File: src/rtl/emisor_instrucciones_tr.sv
// Instruction issue unit: loadable program memory stepped by a PC, presenting one
// R-type word at a time on Instruccion_TR under a Valido/Listo handshake.
module emisor_instrucciones_tr #(
    parameter int          DEPTH     = 32,
    parameter int          ADDR_W    = 5,
    parameter logic [31:0] HALT_WORD = 32'hFFFF_FFFF
) (
    input  logic              CLK,
    input  logic              RST,
    input  logic              Start,
    input  logic              Carga_En,
    input  logic [ADDR_W-1:0] Carga_Dir,
    input  logic [31:0]       Carga_Dato,
    output logic [31:0]       Instruccion_TR,
    output logic              Valido,
    input  logic              Listo,
    output logic [ADDR_W-1:0] PC,
    output logic              Ocupado,
    output logic              Fin,
    output logic [ADDR_W:0]   Emitidas
);

    localparam logic [ADDR_W-1:0] PC_LAST  = ADDR_W'(DEPTH - 1);
    localparam logic [ADDR_W:0]   EMIT_MAX = (ADDR_W + 1)'(DEPTH);

    typedef enum logic [2:0] {
        S_IDLE,
        S_FETCH,
        S_CHECK,
        S_ISSUE,
        S_HALT
    } state_t;

    state_t            state_q, state_d;
    logic [31:0]       instr_q, instr_d;
    logic              valido_q, valido_d;
    logic [ADDR_W-1:0] pc_q, pc_d;
    logic [ADDR_W:0]   emit_q, emit_d;

    logic [31:0]       mem_q [DEPTH];
    logic [31:0]       rd_q;
    logic              wr_en;

    assign Ocupado = (state_q == S_FETCH) || (state_q == S_CHECK) || (state_q == S_ISSUE);
    assign Fin     = (state_q == S_HALT);
    assign wr_en   = Carga_En && !Ocupado;

    // Program memory is never reset; the read port samples continuously and is
    // consumed in CHECK, one cycle after FETCH has settled the PC.
    always_ff @(posedge CLK) begin
        if (wr_en) begin
            mem_q[Carga_Dir] <= Carga_Dato;
        end
        rd_q <= mem_q[pc_q];
    end

    always_comb begin
        state_d  = state_q;
        instr_d  = instr_q;
        valido_d = valido_q;
        pc_d     = pc_q;
        emit_d   = emit_q;
        case (state_q)
            S_IDLE, S_HALT: begin
                if (Start) begin
                    pc_d    = '0;
                    emit_d  = '0;
                    state_d = S_FETCH;
                end
            end
            S_FETCH: begin
                state_d = S_CHECK;
            end
            S_CHECK: begin
                if (rd_q == HALT_WORD) begin
                    state_d = S_HALT;
                end else begin
                    instr_d  = rd_q;
                    valido_d = 1'b1;
                    state_d  = S_ISSUE;
                end
            end
            S_ISSUE: begin
                if (Listo) begin
                    valido_d = 1'b0;
                    if (emit_q != EMIT_MAX) begin
                        emit_d = emit_q + 1'b1;
                    end
                    // Last address ends the program rather than wrapping to 0.
                    if (pc_q == PC_LAST) begin
                        state_d = S_HALT;
                    end else begin
                        pc_d    = pc_q + 1'b1;
                        state_d = S_FETCH;
                    end
                end
            end
            default: begin
                state_d = S_IDLE;
            end
        endcase
    end

    always_ff @(posedge CLK or posedge RST) begin
        if (RST) begin
            state_q  <= S_IDLE;
            instr_q  <= '0;
            valido_q <= 1'b0;
            pc_q     <= '0;
            emit_q   <= '0;
        end else begin
            state_q  <= state_d;
            instr_q  <= instr_d;
            valido_q <= valido_d;
            pc_q     <= pc_d;
            emit_q   <= emit_d;
        end
    end

    assign Instruccion_TR = instr_q;
    assign Valido         = valido_q;
    assign PC             = pc_q;
    assign Emitidas       = emit_q;

endmodule

File: config.mk
export PLATFORM = sky130hd
export DESIGN_NAME = emisor_instrucciones_tr
export DESIGN_NICKNAME = d
export VERILOG_FILES = /design/src/rtl/emisor_instrucciones_tr.sv
export SDC_FILE = /design/constraint.sdc
export NUM_CORES = 1
export LEC_CHECK = 0
export CAP_MARGIN = 20
export CORE_MARGIN = 4
export CORE_UTILIZATION = 51
export DETAILED_ROUTE_END_ITERATION = 16
export PLACE_DENSITY = 0.64
export SYNTH_ARGS = -nofsm -noshare
export SYNTH_HDL_FRONTEND = slang
export SYNTH_SLANG_ARGS = --single-unit
File: constraint.sdc
create_clock -name CLK -period 3.75 [get_ports CLK]
set_input_delay 0.5625 -clock CLK [delete_from_list [all_inputs] [get_ports CLK]]
set_output_delay 0.5625 -clock CLK [all_outputs]
set_load 0.1 [all_outputs]
# Word level (Yosys, flattened, before mapping)
# Memory sizes are Yosys's and may differ from the RTL's. A register that Yosys moved wholly into a read port is not among the register bits.
# Index checks and enable logic that the tools add are counted.
[word_totals] regBits=47 latchBits=0 ram_bits=1024 mem_bits_ro=0 input_bits=42 output_inout_bits=46 wordCells=52 n_memories=1
[op_classes] addsub=2 n_mul=0 div=0 n_lt_le_gt_ge=0 eq_ne=12 n_shift=0 mux=18 n_bitwise=1 reduce_logical=13
[memory_table] name="mem_q" words=32 word_bits=32 read_ports=1 rd_ports_with_merged_regs=1 write_ports=1 line="40" rtl="logic [31:0] mem_q [DEPTH];"
[op_table] op="== test 32 bit, second input constant" count=1
[op_table] op="two-way mux 6 bit" count=3
[op_table] op="two-way mux 5 bit" count=3
[op_table] op="two-way mux 3 bit" count=4
[op_table] op="one-hot mux 3 bit (4 select lines)" count=1
[op_table] op="one-hot mux 6 bit (2 select lines)" count=1
[op_table] op="one-hot mux 5 bit (2 select lines)" count=1
[op_table] op="!= test 2 bit, second input constant" count=4
[op_table] op="AND reduction 4 bit" count=2
[op_table] op="adder 6 x 1 -> 6 bit, second input constant" count=1
[op_table] op="== test 3 x 2 -> 1 bit, second input constant" count=2
[op_table] op="!= test 6 bit, second input constant" count=1
[op_table] op="adder 5 x 1 -> 5 bit, second input constant" count=1
[op_table] op="== test 5 bit, second input constant" count=1
[op_table] op="two-way mux 1 bit" count=4
[op_table] op="AND reduction 2 bit" count=2
[op_table] op="nonzero test 2 bit" count=2
[op_table] op="== test 3 x 1 -> 1 bit, second input constant" count=1
[op_table] op="== test 3 bit, second input constant" count=1
[op_table] op="zero test 3 bit" count=1
[op_table] op="AND reduction 3 bit" count=1
[op_table] op="logical OR 1 bit" count=2
[op_table] op="!= test 2 x 1 -> 1 bit, second input constant" count=1
[op_table] op="one-hot mux 1 bit (2 select lines)" count=1
[op_table] op="other kinds (4)" count=4

# Logic depth before layout (Yosys ltp)
# Gate-level depths: netlist (run 1).
[logic_depth] word_depth=7 ltp_mapped=7 ltp_nobuf=6

# Worst setup path before layout (run 1)
# No wires, ideal clock.
[synth_path] path_kind="reg2reg" startpoint="reg state_q[0]" endpoint="mem mem_q[20][0] (enable)" setup_time_ns=0.421 arrival_time_ns=3.042 t_required_ns=3.329 path_slack_ns=0.287 path_stages_with_launch=6 path_cell_list="dfrtp_1 > buf_6 > o21ba_2 > nand3b_1 > or3b_2 > nor2_1"
[synth_between] elab_chain_cells=7
[synth_lines] element="from (decl)" line="34" rtl="state_t state_q, state_d;"
[synth_lines] element="from (signal assigned)" line="112" rtl="state_q <= state_d;"
[synth_lines] element="== test 3 x 1 -> 1 bit / == test 3 x 2 -> 1 bit (equally long branches)" line="44" rtl="assign Ocupado = (state_q == S_FETCH) || (state_q == S_CHECK) || (state_q == S_ISSUE);"
[synth_lines] element="logical OR 1 bit" line="44"
[synth_lines] element="logical OR 1 bit *" line="44"
[synth_lines] element="named net Ocupado" line="18" rtl="output logic Ocupado,"
[synth_lines] element="zero test 1 bit *" line="46" rtl="assign wr_en = Carga_En && !Ocupado;"
[synth_lines] element="logical AND 1 bit *" line="46"
[synth_lines] element="two-way mux 1 bit *" line="51" rtl="if (wr_en) begin"
[synth_lines] element="two-way mux 1 bit (implied by the code) *" line="52" rtl="mem_q[Carga_Dir] <= Carga_Dato;"
[synth_lines] element="to (decl)" line="40"
# The timed path passes the listed nets; every way through them passes the cells marked *.

# Final worst setup path (run 1)
[layout_path] startpoint="reg state_q[1]" endpoint="out Ocupado"
[layout_between] elab_chain_cells=3
[layout_lines] element="== test 3 x 1 -> 1 bit / == test 3 x 2 -> 1 bit (equally long branches)" line="44"
[layout_lines] element="logical OR 1 bit" line="44"
[layout_lines] element="logical OR 1 bit *" line="44"
[layout_lines] element="to (decl)" line="18"
# Every way passes the cells marked *; elsewhere a longest branch is shown, timed or not.

==> results of run 1 <==
metrics by stage:
step                      power, mW  std cells  worst slack, ns
after CTS                     33.80       3146           0.5806
after global placement        23.57       2946           0.5566
after global routing          34.80       3155           0.5427
after detailed placement      23.63       2946           0.5298
after floorplan               21.23       1780           0.2871
final                         33.51       3158           0.6096
worst reg2reg max path, stage by stage (launching register included):
cell and delay (ns):
dfrtp_1 0.50, o21ba_2 0.28, nor3b_1 0.44, buf_4 0.23, nand3b_1 0.31, nor2_4 0.58, buf_4 0.32
cells by family after synthesis:
| kind of cell | Yosys count |
|---|---|
| DFF | 1103 |
| muxes | 289 |
| AOI/OAI and AO/OA | 143 |
| and+or+nand+nor | 133 |
| buffers and inverters | 102 |
| xor gates and xnor gates | 6 |
| adders and majority gates | 4 |
worst min-delay path by stage:
| stage | slack (ns) | depth (start not counted) | to |
|---|---|---|---|
| finish | 0.29 | 2 | Emitidas[4] |
| global route | 0.31 | 2 | Emitidas[4] |
| CTS | 0.49 | 2 | Emitidas[4] |
| detailed placement | 0.48 | 1 | Valido |
| global placement | 0.47 | 1 | Valido |
| floorplan | 0.46 | 1 | Instruccion_TR[8] |
registers in the layout, indices dropped and copies added (netlist names):
register        cells
Valido              1
state_q             3
PC                  5
rd_q               32
mem_q            1024
Emitidas            6
Instruccion_TR     32
area by class of cell:
class | count | area share
sequential | 1103 | 0.6835
multi-input combinational | 575 | 0.1744
clock buffer | 147 | 0.06083
timing repair buffer | 212 | 0.04332
tap | 1060 | 0.02783
clock inverter | 53 | 0.009531
inverter | 5 | 0.0003938
antenna | 3 | 0.0001575
cell usage after synthesis (2+ instances only):
master    count  area share
o21ai_0       5     0.00061
or3_1         2     0.00030
nor4_1       28      0.0042
mux4_2      248        0.14
nand3_1       3     0.00036
mux2_2        3     0.00082
edfxtp_1   1024        0.74
buf_2        39      0.0047
buf_6        28      0.0076
o22ai_1     128       0.019
and3_1        2     0.00030
clkbuf_4      4     0.00073
nand4_1      11      0.0017
mux2_4       29       0.011
nor4_2        5      0.0015
inv_1         5     0.00045
dfrtp_1      47       0.028
ha_1          4      0.0012
nand2b_1      3     0.00045
nor3b_1       2     0.00036
nand3b_1      7      0.0013
xnor2_1       2     0.00042
buf_4         2     0.00036
nor2_1       42      0.0038
mux4_1        8      0.0051
buf_1         3     0.00027
dfxtp_1      32       0.016
or3b_2        4     0.00085
nand2_1      15      0.0014
xor2_1        4     0.00085
or2_2         2     0.00030
clkbuf_1     19      0.0017
power by group:
group	total, mW	switching [mW]	internal, mW
registers	14.4	0.494	13.9
clock network	10.2	4.34	5.88
logic	8.85	5.15	3.71
metal layers:
layer  share of wire  vias to the layer above  global-route usage
met5         0.00013                        -                   0
met4           0.013                        2             0.04335
met3           0.094                       85             0.05254
met2            0.45                      800              0.3139
met1            0.44                    10250              0.3362
li1                -                     8094                   -
==> impl_metrics.tcl, run 1 <==
set metrics [dict create \
    outcome "finished, final reports clean" \
    maxSlewViolCount 0 \
    postRouteAntennaNets 0 \
    postSynth.asyncResetShare 0.04261 \
    antenna_found_initial 7 \
    wl_per_cell_um 28.82 \
    min_period_ns 3.140 \
    fin_nets 2049 \
    ys_seq_area_frac 0.7884 \
    critPathKind "reg -> out" \
    cp_top_family "buffers and inverters" \
    layout_common_cells "1024 x edfxtp_1, 248 x mux4_2, 128 x o22ai_1" \
    synth_top_family_by_area "multiplexers" \
    crit_fanout 9 \
    clk_root_buffer_cell "clkbuf_16" \
    cts_tree "done" \
    drt-total-wl_mm 91.01 \
    worstSkewPairLatency_ns 0.66 \
    whs_ns 0.2928 \
    syn_to_final_growth_pct 15.37 \
    die_area_sq_mm 0.08561 \
    initial_core_util 0.5136 \
    yosysWarningCount 0 \
    r2r_slack_ns 0.77 \
    synth_edf_count 1024 \
    grt_overflow 0 \
    worstPathCellList "o21ba_2 > clkdlybuf4s50_1" \
    power.density_mw_per_mm2 703.1 \
    crit_path_top_delay_cell "clkdlybuf4s50_1" \
    hold_path.class "in -> async" \
    grt_max_degree 63 \
    setup_viol 0 \
    die_y_um 292.6 \
    clock.fmax_mhz 318.4 \
    cts_buffers 106 \
    dieWidth_um 292.6 \
    vias 19230 \
    cts-resized-gates 0 \
    synth-seq-cells 1103 \
    r2r-start "state_q[1]" \
    max_slew.worst_pin.slew_ns 1.080 \
    synth_xor_area_frac 0.001272 \
    cts_max_level 3 \
    path_buf_inv 1 \
    portBuffers 87 \
    p_leak_nw 15.07 \
    cts_hold_buffers 0 \
    cts.sinks 1103 \
    num_io_pins 88 \
    multiInputGateArea_sq_mm 0.008312 \
    finClkSkew_ns 0.02960 \
    seqCellArea_sq_mm 0.03257 \
    placed_cell_area_sq_mm 0.04408 \
    synthCells 1780 \
    cp.depth 2 \
    cts_setup_buffers 0 \
    grt_pass1_vias 19610 \
    netlist-cell-type-count 52 \
    clk_path_buf_depth 3 \
    grt.total_usage 0.2146 \
    grt_pass1_wl_mm 134.5 \
    critPathRequiredTime_ns 3.19 \
    muxShareOfSynthArea 0.1519 \
    syn_nets 1826 \
    syn_area_sq_mm 0.04131 \
    n_fill_cell 5673 \
    crit_start "state_q[1]" \
    ff2ff_path_depth 6 \
    synth-compound-area-share 0.02205 \
    cp-endpoint "Ocupado" \
    core-area_sq_mm 0.08042 \
    drt_pre_antenna_iters 5 \
    dp_hpwl_mm 55.83 \
    synth_flop_cell "edfxtp_1" \
    final_util 0.5926 \
    worst_ir_drop_vdd_v 0.0005309 \
    start_kind "flip-flop" \
    crit_arrival_ns 2.58 \
    end_kind "primary output" \
    regToRegEndpoint "mem_q[18][18]" \
    drc_errors 0 \
    worst_path_largest_cell_delay_ns 1.15 \
    via_per_inst 6.090 \
    hold_violations 0 \
    first_iter_violations 2338 \
    synth-simple-area-share 0.01875 \
    synthAdderAreaFrac 0.001212 \
    setup-tns-final_ns 0 \
    rsz0062_at_grt "false" \
    syn_avg_cell_area_sq_um 23.21 \
    mostFrequentLayoutCell "edfxtp_1" \
    clk_pin_slew_ns 0.06 \
    drive_above_1_share 0.2888 \
    slew_headroom 0.2797 \
    gp_congestion 0.8186 \
    post-route-cell-area_sq_mm 0.04766 \
    rows 104 \
    drv_cap 0 \
    finalCritPeriodShare 0.8374 \
]
No activity file was read; power rests on OpenSTA's default activity.
==> run 2, diff against run 1 <==
PLACE_DENSITY = 0.67   (was 0.64)
clock period = 2.8 ns   (was 3.75 ns; I/O delays follow)
==> run 2 against run 1 <==
  * Clock power increased by 31%
  * Register-to-register slack worse by 0.49 ns
  * Clock skew is 0.0041 ns lower
  * Sequential power is 35% higher
  * Power grew 34%
  * Combinational power rose by 38%
  * Final area grew 1.7%
  * Sequential cell count unchanged
  * Routed wire length is 3.6% higher
  * Utilization rose by 1.0 points
  * Critical path depth is 3 higher
  * Non-clock buffer count grew 40
  * Highest routed layer is now met4
==> impl_metrics.tcl, run 2 (synthesis results as in run 1) <==
set metrics [dict create \
    outcome "finished, final reports clean" \
    wl_per_cell_um 29.49 \
    hold_path.class "in -> async" \
    setup_viol 0 \
    die_area_sq_mm 0.08561 \
    sw_frac_of_total 0.3054 \
    core-area_sq_mm 0.08042 \
    clk_pin_slew_ns 0.06 \
    crit_start "PC[2]" \
    p_int_mw 31.27 \
    hold_violations 0 \
    grt_pass1_wl_mm 139.0 \
    cts_buffers 107 \
    grt_overflow 0 \
    grt_pass1_vias 20040 \
    clk_path_buf_depth 3 \
    drive_above_1_share 0.3248 \
    wl_met2_mm 43.75 \
    wl_met3_mm 9.522 \
    power.total_mw 45.01 \
    rows 104 \
    r2r_slack_ns 0.28 \
    cp-endpoint "rd_q[11]" \
    top_layer "met4" \
    crit_arrival_ns 3.00 \
    cts_tree "done" \
    multiInputGateArea_sq_mm 0.008312 \
    crit_fanout 18 \
    ff2ff_path_depth 5 \
    vias 19530 \
    whs_ns 0.1658 \
    portBuffers 87 \
    seqCellArea_sq_mm 0.03257 \
    first_iter_violations 2339 \
    dieWidth_um 292.6 \
    p_clk_frac 0.298 \
    clk_root_buffer_cell "clkbuf_16" \
    drt_pre_antenna_iters 5 \
    critPathKind "reg -> reg" \
    drc_errors 0 \
    grt_max_degree 54 \
    p_leak_nw 15.42 \
    worstSkewPairLatency_ns 0.67 \
    critPathRequiredTime_ns 3.28 \
    rsz0062_at_grt "false" \
    gp_congestion 0.8047 \
    n_fill_cell 5547 \
    dp_hpwl_mm 59.22 \
    maxSlewViolCount 0 \
    setup-tns-final_ns 0 \
    drv_cap 0 \
    finalCritPeriodShare 0.8998 \
    layout_common_cells "1024 x edfxtp_1, 248 x mux4_2, 134 x buf_4" \
    cts_max_level 3 \
    worst_ir_drop_vdd_v 0.0007541 \
    drt-total-wl_mm 94.32 \
    regToRegEndpoint "rd_q[11]" \
    end_kind "flip-flop" \
    mostFrequentLayoutCell "edfxtp_1" \
    largest_reg_flops 1024 \
    start_kind "flip-flop" \
    die_y_um 292.6 \
    via_per_inst 6.107 \
    slew_headroom 0.5018 \
    cts-resized-gates 0 \
    postRouteAntennaNets 0 \
    finClkSkew_ns 0.02551 \
    syn_to_final_growth_pct 17.35 \
    cts_setup_buffers 0 \
    cts.sinks 1103 \
    initial_core_util 0.5136 \
    num_io_pins 88 \
    p_sw_mw 13.75 \
    power.density_mw_per_mm2 928.6 \
    clock.fmax_mhz 396.9 \
    antenna_found_initial 0 \
    seq_power_share 0.430 \
    r2r-start "PC[2]" \
    regMostFlops "mem_q" \
    grt.total_usage 0.2230 \
    max_slew.worst_pin.slew_ns 0.7405 \
    fin_nets 2090 \
    comb_power_share 0.272 \
    cts_hold_buffers 0 \
    min_period_ns 2.519 \
    wl_met1_mm 39.39 \
]
## run 2: worst min-delay path by stage
stage / from / endpoint / slack (ns) / cells after the start
after floorplan: rd_q[8] / Instruccion_TR[8] / 0.46 / 1
after detailed placement: rd_q[8] / Instruccion_TR[8] / 0.48 / 1
after CTS: RST / Instruccion_TR[18] / 0.18 / 2
after global placement: rd_q[2] / Instruccion_TR[2] / 0.48 / 1
after global routing: RST / Instruccion_TR[23] / 0.22 / 2
final: RST / Instruccion_TR[23] / 0.17 / 2
## run 2: worst max-delay path, cell delays in order (launching register included)
cell     delay [ns]
dfrtp_1        0.54
buf_4          0.23
nand3_2        0.44
buf_4          0.30
o22ai_1        0.13
nor4_1         0.69
## run 2: metrics by stage
step                      setup slack, ns  cells  utilization  area (sq um)
final                              0.2806   3198       0.6028         48470
after detailed placement           0.1428   2995       0.5619         45190
after global routing               0.1653   3197       0.6028         48470
after CTS                          0.3218   3197       0.6028         48470
after floorplan                   -0.4950   1780            -         41380
after global placement             0.1160   2995       0.5619         45190
## run 2: cell type report
type                       instances  area share
clock inverter                    43    0.005524
clock buffer                     159     0.06221
sequential                      1103      0.6720
inverter                           5   0.0003872
timing repair buffer             252     0.06102
multi-input combinational        575      0.1715
antenna                            1  0.00005162
tap                             1060     0.02736
## run 2: routing by layer
metal  track usage  up-vias
met3       0.06043      106
met2        0.3316      885
met4       0.05357        0
li1              -     8170
met1        0.3361    10370
met5             0        -
## run 2: power by group through the flow
stage          logic, mW  registers [mW]  clock network [mW]
2_1_floorplan       6.98            21.5                   0
3_3_place_gp        12.2            19.7                   0
3_5_place_dp        12.3            19.7                   0
4_1_cts             12.4            19.4                13.7
5_1_grt             12.9            19.4                14.4
6_report            12.2            19.4                13.4
==> run 3, diff against run 2 <==
CTS_CLUSTER_SIZE = 25   (was unset)
DONT_BUFFER_PORTS = 1   (was unset)
HOLD_SLACK_MARGIN = 0.05   (was unset)
PLACE_DENSITY = 0.66   (was 0.67)
==> run 3 against run 2 <==
  * Critical path depth stayed put
  * Highest routed layer is now met5
  * Cell count down 1.5%
  * Count of clock-buffer cells in the layout shrank 5
  * Sequential power grew 9%
  * First-iteration DRC count is 2.1% higher
  * Final area shrank 0.33%
  * Hold slack got worse by 0.056 ns
  * Clock power increased by 9.7%
  * Largest power group unchanged
==> impl_metrics.tcl, run 3 (synthesis results as in run 1) <==
set metrics [dict create \
    power.total_mw 45.95 \
    grt_overflow 0 \
    first_iter_violations 2389 \
    syn_to_final_growth_pct 16.97 \
    largest_reg_flops 1024 \
    via_per_inst 6.260 \
    cts_tree "done" \
    setup_viol 0 \
    end_kind "flip-flop" \
    wl_per_cell_um 32.13 \
    met1_usage 0.3405 \
    clk_pin_slew_ns 0.06 \
    grt.total_usage 0.2397 \
    comb_power_share 0.219 \
    start_kind "flip-flop" \
    slew_headroom 0.2953 \
    die_area_sq_mm 0.08561 \
    grt_pass1_vias 20250 \
    dp_hpwl_mm 60.01 \
    num_io_pins 88 \
    cts.sinks 1103 \
    critPathRequiredTime_ns 3.15 \
    p_int_mw 32.17 \
    max_slew.worst_pin.slew_ns 1.057 \
    critPathKind "reg -> reg" \
    grt.met2_usage 0.3741 \
    cts_max_level 3 \
    n_fill_cell 5477 \
    layout_common_cells "1024 x edfxtp_1, 248 x mux4_2, 128 x o22ai_1" \
    core-area_sq_mm 0.08042 \
    min_period_ns 2.665 \
    worst_ir_drop_vdd_v 0.0007775 \
    final_cells 3151 \
    clock.fmax_mhz 375.3 \
    p_clk_frac 0.319 \
    hold_violations 0 \
    drt-total-wl_mm 101.2 \
    hold_path.class "in -> reg" \
    gp_congestion 0.7935 \
    rows 104 \
    drc_errors 0 \
    setup-tns-final_ns 0 \
    portBuffers 0 \
    crit_arrival_ns 3.02 \
    regMostFlops "mem_q" \
    grt-busiest-layer "met2" \
    power.density_mw_per_mm2 951.0 \
    cts_buffers 108 \
    antenna_found_initial 2 \
    dieWidth_um 292.6 \
    outcome "finished, final reports clean" \
    fin_nets 2041 \
    initial_core_util 0.5136 \
    vias 19730 \
    sw_frac_of_total 0.2998 \
    drv_cap 0 \
    finClkSkew_ns 0.02654 \
    whs_ns 0.1096 \
    die_y_um 292.6 \
    placed_cells 2878 \
    clk_path_buf_depth 3 \
    grt_pass1_wl_mm 147.5 \
    grt_max_degree 43 \
    rsz0062_at_grt "false" \
    grtUsageMet3 0.07385 \
    maxSlewViolCount 0 \
    drt_pre_antenna_iters 5 \
    clk_root_buffer_cell "clkbuf_16" \
    p_sw_mw 13.78 \
    postRouteAntennaNets 0 \
    finalCritPeriodShare 0.9517 \
    seq_power_share 0.461 \
    mostFrequentLayoutCell "edfxtp_1" \
    p_leak_nw 15.43 \
    worstSkewPairLatency_ns 0.68 \
    crit_fanout 25 \
    drive_above_1_share 0.3211 \
]
==> run 3: final timing paths <==
path | slack, ns | cells after the start | endpoint | startpoint
worst max register to register | 0.14 | 5 | mem_q[22][3] | state_q[0]
worst min-delay path | 0.11 | 2 | Emitidas[2] | Start
worst min register to register | 0.53 | 1 | Instruccion_TR[20] | rd_q[20]
max in group asynchronous | 1.61 | 3 | PC[1] | RST
worst max-delay path | 0.14 | 5 | mem_q[22][3] | state_q[0]
min in group asynchronous | 0.36 | 2 | Instruccion_TR[25] | RST
==> run 3: per-stage QoR <==
stage                     cell area, sq um  worst slack (ns)  utilization
after global routing                 48310           0.03615       0.6008
after floorplan                      41380           -0.4950            -
after CTS                            47930            0.1450       0.5961
after detailed placement             43660           -0.1761       0.5429
after global placement               43660           -0.1497       0.5429
final                                48320            0.1353       0.6008
==> run 3: critical path: stages (launching register included) <==
cell and delay, ns:
dfrtp_1 0.49, o21ba_2 0.31, nand3b_1 0.33, or3b_2 0.67, nor2_4 0.29, buf_12 0.24
==> run 3: per-layer routing <==
layer | vias to the layer above | share of wire
met5 | - | 0.00012
met4 | 2 | 0.018
met3 | 116 | 0.11
met2 | 1014 | 0.48
met1 | 10520 | 0.39
li1 | 8071 | -
==> run 3: cell type report <==
| class | instances | area [sq um] | area share |
|---|---|---|---|
| clock inverter | 51 | 584.3 | 0.01209 |
| inverter | 5 | 18.77 | 0.0003884 |
| clock buffer | 154 | 3058 | 0.06329 |
| antenna | 1 | 2.502 | 0.00005179 |
| multi-input combinational | 575 | 8317 | 0.1721 |
| sequential | 1103 | 32570 | 0.6742 |
| timing repair buffer | 202 | 2435 | 0.05040 |
| tap | 1060 | 1326 | 0.02745 |
==> run 3: what timing repair did <==
action,in CTS,in global routing
setup buffers,0,0
setup endpoints to repair,512,0
hold buffers,49,0
endpoints found under the hold margin,1049,0
resized for setup,1,0
==> run 3: power by group through the flow <==
| stage | Sequential, mW | Clock [mW] | Combinational, mW |
|---|---|---|---|
| after floorplan | 21.5 | 0 | 6.98 |
| after global placement | 21.6 | 0 | 9.71 |
| after detailed placement | 21.6 | 0 | 9.76 |
| after CTS | 21.2 | 14.9 | 10.1 |
| after global routing | 21.3 | 15.7 | 10.7 |
| final | 21.2 | 14.7 | 10.1 |
